[src/rtl/adc_pkg.sv]
// Shared definitions for the ADC conversion sequencer and the serial receiver:
// frame geometry, result width and the sequencer state encoding.
package adc_pkg;

  localparam int ADC_BITS      = 16;
  localparam int DATA_W        = 12;
  localparam int RX_FRAME_BITS = ADC_BITS;  // receiver shifts one full CS-low frame
  localparam int ACC_W         = DATA_W + 2;

  typedef enum logic [2:0] {
    IDLE      = 3'd0,
    SETUP     = 3'd1,
    SHIFT     = 3'd2,
    TAIL      = 3'd3,
    WAIT_DONE = 3'd4,
    CAPTURE   = 3'd5
  } state_e;

  function automatic logic cs_active(input state_e s);
    return (s == SETUP) || (s == SHIFT);
  endfunction

endpackage

[src/rtl/adc_sclk_gen.sv]
// Half-period divider for ADCclk. Emits one-cycle fall/rise strobes in the cycle
// before the corresponding edge; load_hi parks the clock high with the divider cleared.
module adc_sclk_gen #(
  parameter int CLK_DIV = 50
) (
  input  logic clk_Nexys,
  input  logic reset,
  input  logic en,
  input  logic load_hi,
  output logic sclk,
  output logic fall_stb,
  output logic rise_stb
);

  localparam int CW = $clog2(CLK_DIV);

  logic [CW-1:0] div_q, div_d;
  logic          sclk_q, sclk_d;
  logic          half;

  assign half     = en && !load_hi && (div_q == CW'(CLK_DIV - 1));
  assign fall_stb = half && sclk_q;
  assign rise_stb = half && !sclk_q;
  assign sclk     = sclk_q;

  // NOTE: every signal written here gets a default first, so no path leaves it unassigned (no latch).
  always_comb begin
    div_d  = div_q;
    sclk_d = sclk_q;
    if (load_hi) begin
      div_d  = '0;
      sclk_d = 1'b1;
    end else if (half) begin
      div_d  = '0;
      sclk_d = ~sclk_q;
    end else if (en) begin
      div_d = div_q + 1'b1;
    end
  end

  // NOTE: state registers use non-blocking assignments so every flop samples pre-edge values.
  always_ff @(posedge clk_Nexys or posedge reset) begin
    if (reset) begin
      div_q  <= '0;
      sclk_q <= 1'b1;
    end else begin
      div_q  <= div_d;
      sclk_q <= sclk_d;
    end
  end

endmodule

[src/rtl/adc_conv_ctrl.sv]
// Conversion sequencer upstream of the serial ADC receiver: periodic CS/SCLK framing,
// result capture into a valid/ack register. Define ADC_AVG4_EN to present 4-sample averages.
module adc_conv_ctrl
  import adc_pkg::*;
#(
  parameter int CLK_DIV       = 50,
  parameter int SAMPLE_PERIOD = 2000,
  parameter int QUIET_CYC     = 10,
  parameter int DONE_TIMEOUT  = 64
) (
  input  logic              clk_Nexys,
  input  logic              reset,
  input  logic              start_en,
  input  logic              rx_done_tick,
  input  logic [DATA_W-1:0] data_in,
  input  logic              sample_ack,
  output logic              ADCclk,
  output logic              ADCcs_n,
  output logic              rx_en,
  output logic [DATA_W-1:0] sample,
  output logic              sample_valid,
  output logic              overrun,
  output logic              err_timeout,
  output logic              busy
);

  localparam int PW = $clog2(SAMPLE_PERIOD);
  localparam int TW = 16;

  state_e            state_q, state_d;
  logic [PW-1:0]     period_q, period_d;
  logic [TW-1:0]     timer_q, timer_d;
  logic [4:0]        edge_cnt_q, edge_cnt_d;
  logic              done_seen_q, done_seen_d;
  logic              cs_n_q, cs_n_d;
  logic              rx_en_q, rx_en_d;
  logic              busy_q, busy_d;
  logic [DATA_W-1:0] sample_q, sample_d;
  logic              sample_valid_q, sample_valid_d;
  logic              overrun_q, overrun_d;
  logic              err_timeout_q, err_timeout_d;
  logic              tick;
  logic              fall_stb, rise_stb;

`ifdef ADC_AVG4_EN
  logic [ACC_W-1:0] acc_q, acc_d, acc_sum;
  logic [1:0]       avg_cnt_q, avg_cnt_d;

  assign acc_sum = acc_q + {2'b00, data_in};
`endif

  adc_sclk_gen #(.CLK_DIV(CLK_DIV)) u_sclk (
    .clk_Nexys (clk_Nexys),
    .reset     (reset),
    .en        (state_q == SHIFT),
    .load_hi   (state_q != SHIFT),
    .sclk      (ADCclk),
    .fall_stb  (fall_stb),
    .rise_stb  (rise_stb)
  );

  // Ticks keep coming while busy; IDLE is the only state that listens.
  assign tick = start_en && (period_q == PW'(SAMPLE_PERIOD - 1));

  always_comb begin
    period_d = '0;
    if (start_en && !tick) period_d = period_q + 1'b1;
  end

  always_comb begin
    state_d        = state_q;
    timer_d        = (state_q == IDLE) ? '0 : timer_q + 1'b1;
    edge_cnt_d     = '0;
    done_seen_d    = done_seen_q;
    sample_d       = sample_q;
    sample_valid_d = sample_valid_q;
    overrun_d      = overrun_q;
    err_timeout_d  = err_timeout_q;
`ifdef ADC_AVG4_EN
    acc_d          = acc_q;
    avg_cnt_d      = avg_cnt_q;
`endif

    if (sample_valid_q && sample_ack) sample_valid_d = 1'b0;
    if (rx_done_tick && (cs_active(state_q) || state_q == TAIL)) done_seen_d = 1'b1;

    case (state_q)
      IDLE:  if (tick) state_d = SETUP;
      SETUP: if (timer_q == TW'(CLK_DIV - 1)) state_d = SHIFT;
      SHIFT: begin
        edge_cnt_d = edge_cnt_q + {4'b0000, fall_stb};
        if (rise_stb && edge_cnt_q == 5'(ADC_BITS)) state_d = TAIL;
      end
      TAIL: begin
        if (timer_q == TW'(QUIET_CYC - 1))
          state_d = (done_seen_q || rx_done_tick) ? CAPTURE : WAIT_DONE;
      end
      WAIT_DONE: begin
        if (rx_done_tick) begin
          state_d = CAPTURE;
        end else if (timer_q == TW'(DONE_TIMEOUT - 1)) begin
          state_d       = IDLE;
          err_timeout_d = 1'b1;
`ifdef ADC_AVG4_EN
          acc_d         = '0;
          avg_cnt_d     = '0;
`endif
        end
      end
      CAPTURE: begin
        state_d       = IDLE;
        err_timeout_d = 1'b0;
`ifdef ADC_AVG4_EN
        avg_cnt_d = avg_cnt_q + 2'd1;
        if (avg_cnt_q == 2'd3) begin
          sample_d       = acc_sum[ACC_W-1:2];
          sample_valid_d = 1'b1;
          if (sample_valid_q && !sample_ack) overrun_d = 1'b1;
          acc_d          = '0;
        end else begin
          acc_d = acc_sum;
        end
`else
        sample_d       = data_in;
        sample_valid_d = 1'b1;
        if (sample_valid_q && !sample_ack) overrun_d = 1'b1;
`endif
      end
      default: state_d = IDLE;
    endcase

    if (state_d != state_q) timer_d = '0;
    if (state_d == IDLE && state_q != IDLE) done_seen_d = 1'b0;
  end

  // Pin-facing controls are registered from the next state so they change cleanly with it.
  assign cs_n_d  = !cs_active(state_d);
  assign rx_en_d = cs_active(state_d);
  assign busy_d  = (state_d != IDLE);

  always_ff @(posedge clk_Nexys or posedge reset) begin
    if (reset) begin
      state_q        <= IDLE;
      period_q       <= '0;
      timer_q        <= '0;
      edge_cnt_q     <= '0;
      done_seen_q    <= 1'b0;
      cs_n_q         <= 1'b1;
      rx_en_q        <= 1'b0;
      busy_q         <= 1'b0;
      sample_q       <= '0;
      sample_valid_q <= 1'b0;
      overrun_q      <= 1'b0;
      err_timeout_q  <= 1'b0;
    end else begin
      state_q        <= state_d;
      period_q       <= period_d;
      timer_q        <= timer_d;
      edge_cnt_q     <= edge_cnt_d;
      done_seen_q    <= done_seen_d;
      cs_n_q         <= cs_n_d;
      rx_en_q        <= rx_en_d;
      busy_q         <= busy_d;
      sample_q       <= sample_d;
      sample_valid_q <= sample_valid_d;
      overrun_q      <= overrun_d;
      err_timeout_q  <= err_timeout_d;
    end
  end

`ifdef ADC_AVG4_EN
  always_ff @(posedge clk_Nexys or posedge reset) begin
    if (reset) begin
      acc_q     <= '0;
      avg_cnt_q <= '0;
    end else begin
      acc_q     <= acc_d;
      avg_cnt_q <= avg_cnt_d;
    end
  end
`endif

  assign ADCcs_n      = cs_n_q;
  assign rx_en        = rx_en_q;
  assign busy         = busy_q;
  assign sample       = sample_q;
  assign sample_valid = sample_valid_q;
  assign overrun      = overrun_q;
  assign err_timeout  = err_timeout_q;

endmodule
[config.mk]
export PLATFORM = sky130hd
export DESIGN_NAME = adc_conv_ctrl
export DESIGN_NICKNAME = d
export VERILOG_FILES = /design/src/rtl/adc_pkg.sv /design/src/rtl/adc_sclk_gen.sv /design/src/rtl/adc_conv_ctrl.sv
export SDC_FILE = /design/constraint.sdc
export NUM_CORES = 1
export LEC_CHECK = 0
export ABC_AREA = 1
export BUFFER_PORTS_ARGS = -buffer_cell sky130_fd_sc_hd__buf_2
export CORE_ASPECT_RATIO = 1.25
export CORE_MARGIN = 2
export CORE_UTILIZATION = 45
export CTS_CLUSTER_DIAMETER = 40
export DETAILED_ROUTE_END_ITERATION = 10
export SYNTH_ARGS = -nofsm -noshare
export SYNTH_HDL_FRONTEND = slang
export SYNTH_SLANG_ARGS = --single-unit
[constraint.sdc]
create_clock -name clk_Nexys -period 2.44 [get_ports clk_Nexys]
set_clock_uncertainty 0.15 [all_clocks]
set_input_delay 0.488 -clock clk_Nexys [delete_from_list [all_inputs] [get_ports clk_Nexys]]
set_output_delay 0.488 -clock clk_Nexys [all_outputs]
set_load 0.01 [all_outputs]
==> flow_summary.json <==
{
  "status": "finished, final reports clean",
  "cp_data_arrival_time_ns": 2.08,
  "yosysMostFrequentCell": "nand2_1",
  "cts_max_path_buffers": 2,
  "synthTopCellsByCount": "89 x nand2_1, 59 x dfrtp_1, 54 x nor2_1",
  "rows": 33,
  "vias_per_cell": 4.87,
  "yosysSeqAreaShare_pct": 50.3,
  "synth-async-reset-ratio_pct": 100,
  "switching_share_pct": 21.4,
  "core_um2": 6570,
  "synth_top_area_share_pct": 48.6,
  "fmax_mhz": 500,
  "regToRegEndpoint": "edge_cnt_q[4]",
  "finalCriticalPeriod_ns": 2.00,
  "dieArea_um2": 7430,
  "seqPwrFrac_pct": 49.1,
  "area_delta_synth_final_pct": 17.0,
  "clock_sinks": 61,
  "synth_area_um2": 3040,
  "dp_hpwl_mm": 4.45,
  "htree_levels": 3,
  "worst_slew_pin_slew_ns": 0.717,
  "start_util_pct": 46.3,
  "rsz0062_at_grt": "no",
  "synth.avg_cell_area_um2": 8.15,
  "maxSlewHeadroom_pct": 51.8,
  "hold_viol": 0,
  "internal_power_mw": 1.65,
  "whs_ns": 0.0331,
  "grt_use_total_pct": 18.4,
  "syn_inst": 373,
  "wl_per_cell_um": 11.9,
  "place_inst": 496,
  "drt-initial-drc-count": 102,
  "cp.required_ns": 2.52,
  "ir_worst_vdd_uv": 405,
  "gp_congestion": 0.864,
  "wl_mm": 6.12,
  "power.switching_uw": 451,
  "rr_worst_depth": 8,
  "utilization_pct": 54.2,
  "reg2reg_from": "state_q[2]",
  "overflow": 0,
  "setup_viol": 0,
  "chipWidth_um": 77.5,
  "leakage_nw": 1.75,
  "crit_path_max_fanout": 10,
  "antenna_cells": 0,
  "ant_nets": 0,
  "critPathCaptureType": "flop",
  "yosysTopAreaCell": "dfrtp_1",
  "power.density_nw_per_um2": 592,
  "final_area_um2": 3560,
  "grt_max_degree": 40,
  "numCtsBuffers": 9,
  "min_period_over_period_pct": 82.0,
  "cts_tree": "done",
  "drv_slew": 0,
  "layout_setup_ws_ns": 0.440,
  "synth_edf_count": 0,
  "clkTransAtPathRegs_ns": 0.07,
  "synth.distinct_cells": 33,
  "rrSetupSlack_ns": 0.44,
  "critPathKind": "reg -> reg",
  "dp_slack_ns": 0.422,
  "synth-seq-cells": 61,
  "grt_pass1_vias": 2334,
  "p_comb_share_pct": 3.4,
  "yosys_warnings": 0,
  "nFillCells": 641,
  "clockPowerShare_pct": 47.6,
  "placed_area_um2": 3340,
  "synthFlopType": "dfrtp_1",
  "finalNonFillerCells": 512,
  "via_count": 2494,
  "numPortBuffers": 35,
  "startpoint_type": "flop",
  "fin_nets": 444,
  "syn-num-nets": 397,
  "cap_violations": 0,
  "grt_pass1_wl_mm": 10.5,
  "cts_resized": 0,
  "first_pass_iters": 4,
  "antenna_found_initial": 0,
  "synth_area_leaders": "dfrtp_1 49%, nand2_1 11%, nor2_1 6.7%",
  "power_mw": 2.10,
  "drive_gt1_share_pct": 19.8,
  "hp-class": "in -> async",
  "finalSetupTns_ns": 0,
  "post-cts-setup-buffers": 0,
  "io_pins": 36,
  "hold_buffers": 0,
  "clock-root-buffer": "clkbuf_8",
  "remaining_drc_errors": 0,
  "clock_latency_ns": 0.34,
  "die_height_um": 95.9
}
worst max-delay path: stages, from the launching register on:
cell,delay [ns]
dfrtp_1,0.46
nor2_2,0.16
nand2_2,0.14
nor3_1,0.26
ha_1,0.22
ha_1,0.19
nand3_1,0.10
xor2_1,0.14
nor2_1,0.06
how the worst max path moves through the flow:
stage / endpoint / from / cells past startpoint / slack, ns
finish: edge_cnt_q[4] / state_q[2] / 8 / 0.44
global route: edge_cnt_q[4] / state_q[2] / 8 / 0.16
CTS: edge_cnt_q[4] / state_q[2] / 8 / 0.40
detailed placement: edge_cnt_q[4] / state_q[2] / 8 / 0.42
global placement: edge_cnt_q[4] / state_q[2] / 8 / 0.45
floorplan: busy / reset / 1 / 0.29
per-layer routing:
layer / routed length (um) / track usage [%] / vias up
li1: - / - / 1285
met1: 2710 / 21.5 / 1152
met2: 3040 / 30.9 / 46
met5: 0 / 0 / -
met3: 250 / 4.60 / 11
met4: 121 / 10.7 / 0
cell usage in the layout (no fill, tap or decap), types with 2 or more instances in the layout:
cell type  count
nor3_1        12
dfrtp_1       59
o31ai_1        2
inv_1         45
nor2_2        14
o21bai_1       2
nor2_4         2
xnor2_1        2
dfstp_2        2
or2_2          3
nor2_1        54
bufinv_16      2
o21a_1         3
nand4_1       14
o21ai_0        9
xor2_1         5
clkbuf_1       2
ha_1           7
nand2_1       89
nand2_2        2
nand3_1       24
buf_4          5
clkbuf_8      10
buf_2         35
a21oi_1        7
registers in the layout (all words and copies together) (netlist names), 3 cells and up:
register / count
edge_cnt_q: 5
period_q: 11
sample: 12
state_q: 3
timer_q: 16
u_sclk.div_q: 6
kinds of logic (layout without fill, tap and decap cells):
logic type,after synthesis,after routing,synth area share [%]
AOI/OAI and AO/OA,26,26,5.19
xor gates and xnor gates,7,7,2.02
DFF,61,61,50.3
and+or+nand+nor,221,221,33.1
buffers and inverters,51,103,6.55
adders and majority gates,7,7,2.88
final cells by class:
cell class	count	area (um^2)	share of cell area (%)
clock buffer	12	145	4.08
clock inverter	4	72.6	2.04
inverter	47	176	4.96
multi-input combinational	261	1310	36.9
sequential	61	1530	43.0
tap	87	109	3.06
timing repair buffer	40	213	5.98
power by group through the flow:
stage	clock network, mW	logic [mW]	registers (mW)
finish	1.00	0.0707	1.03
global route	1.08	0.0840	1.03
CTS	1.03	0.0738	1.03
detailed placement	0	0.0739	1.05
global placement	0	0.0729	1.05
floorplan	0	0.0324	1.06
Note: power is estimated with default switching activity, not from simulation.
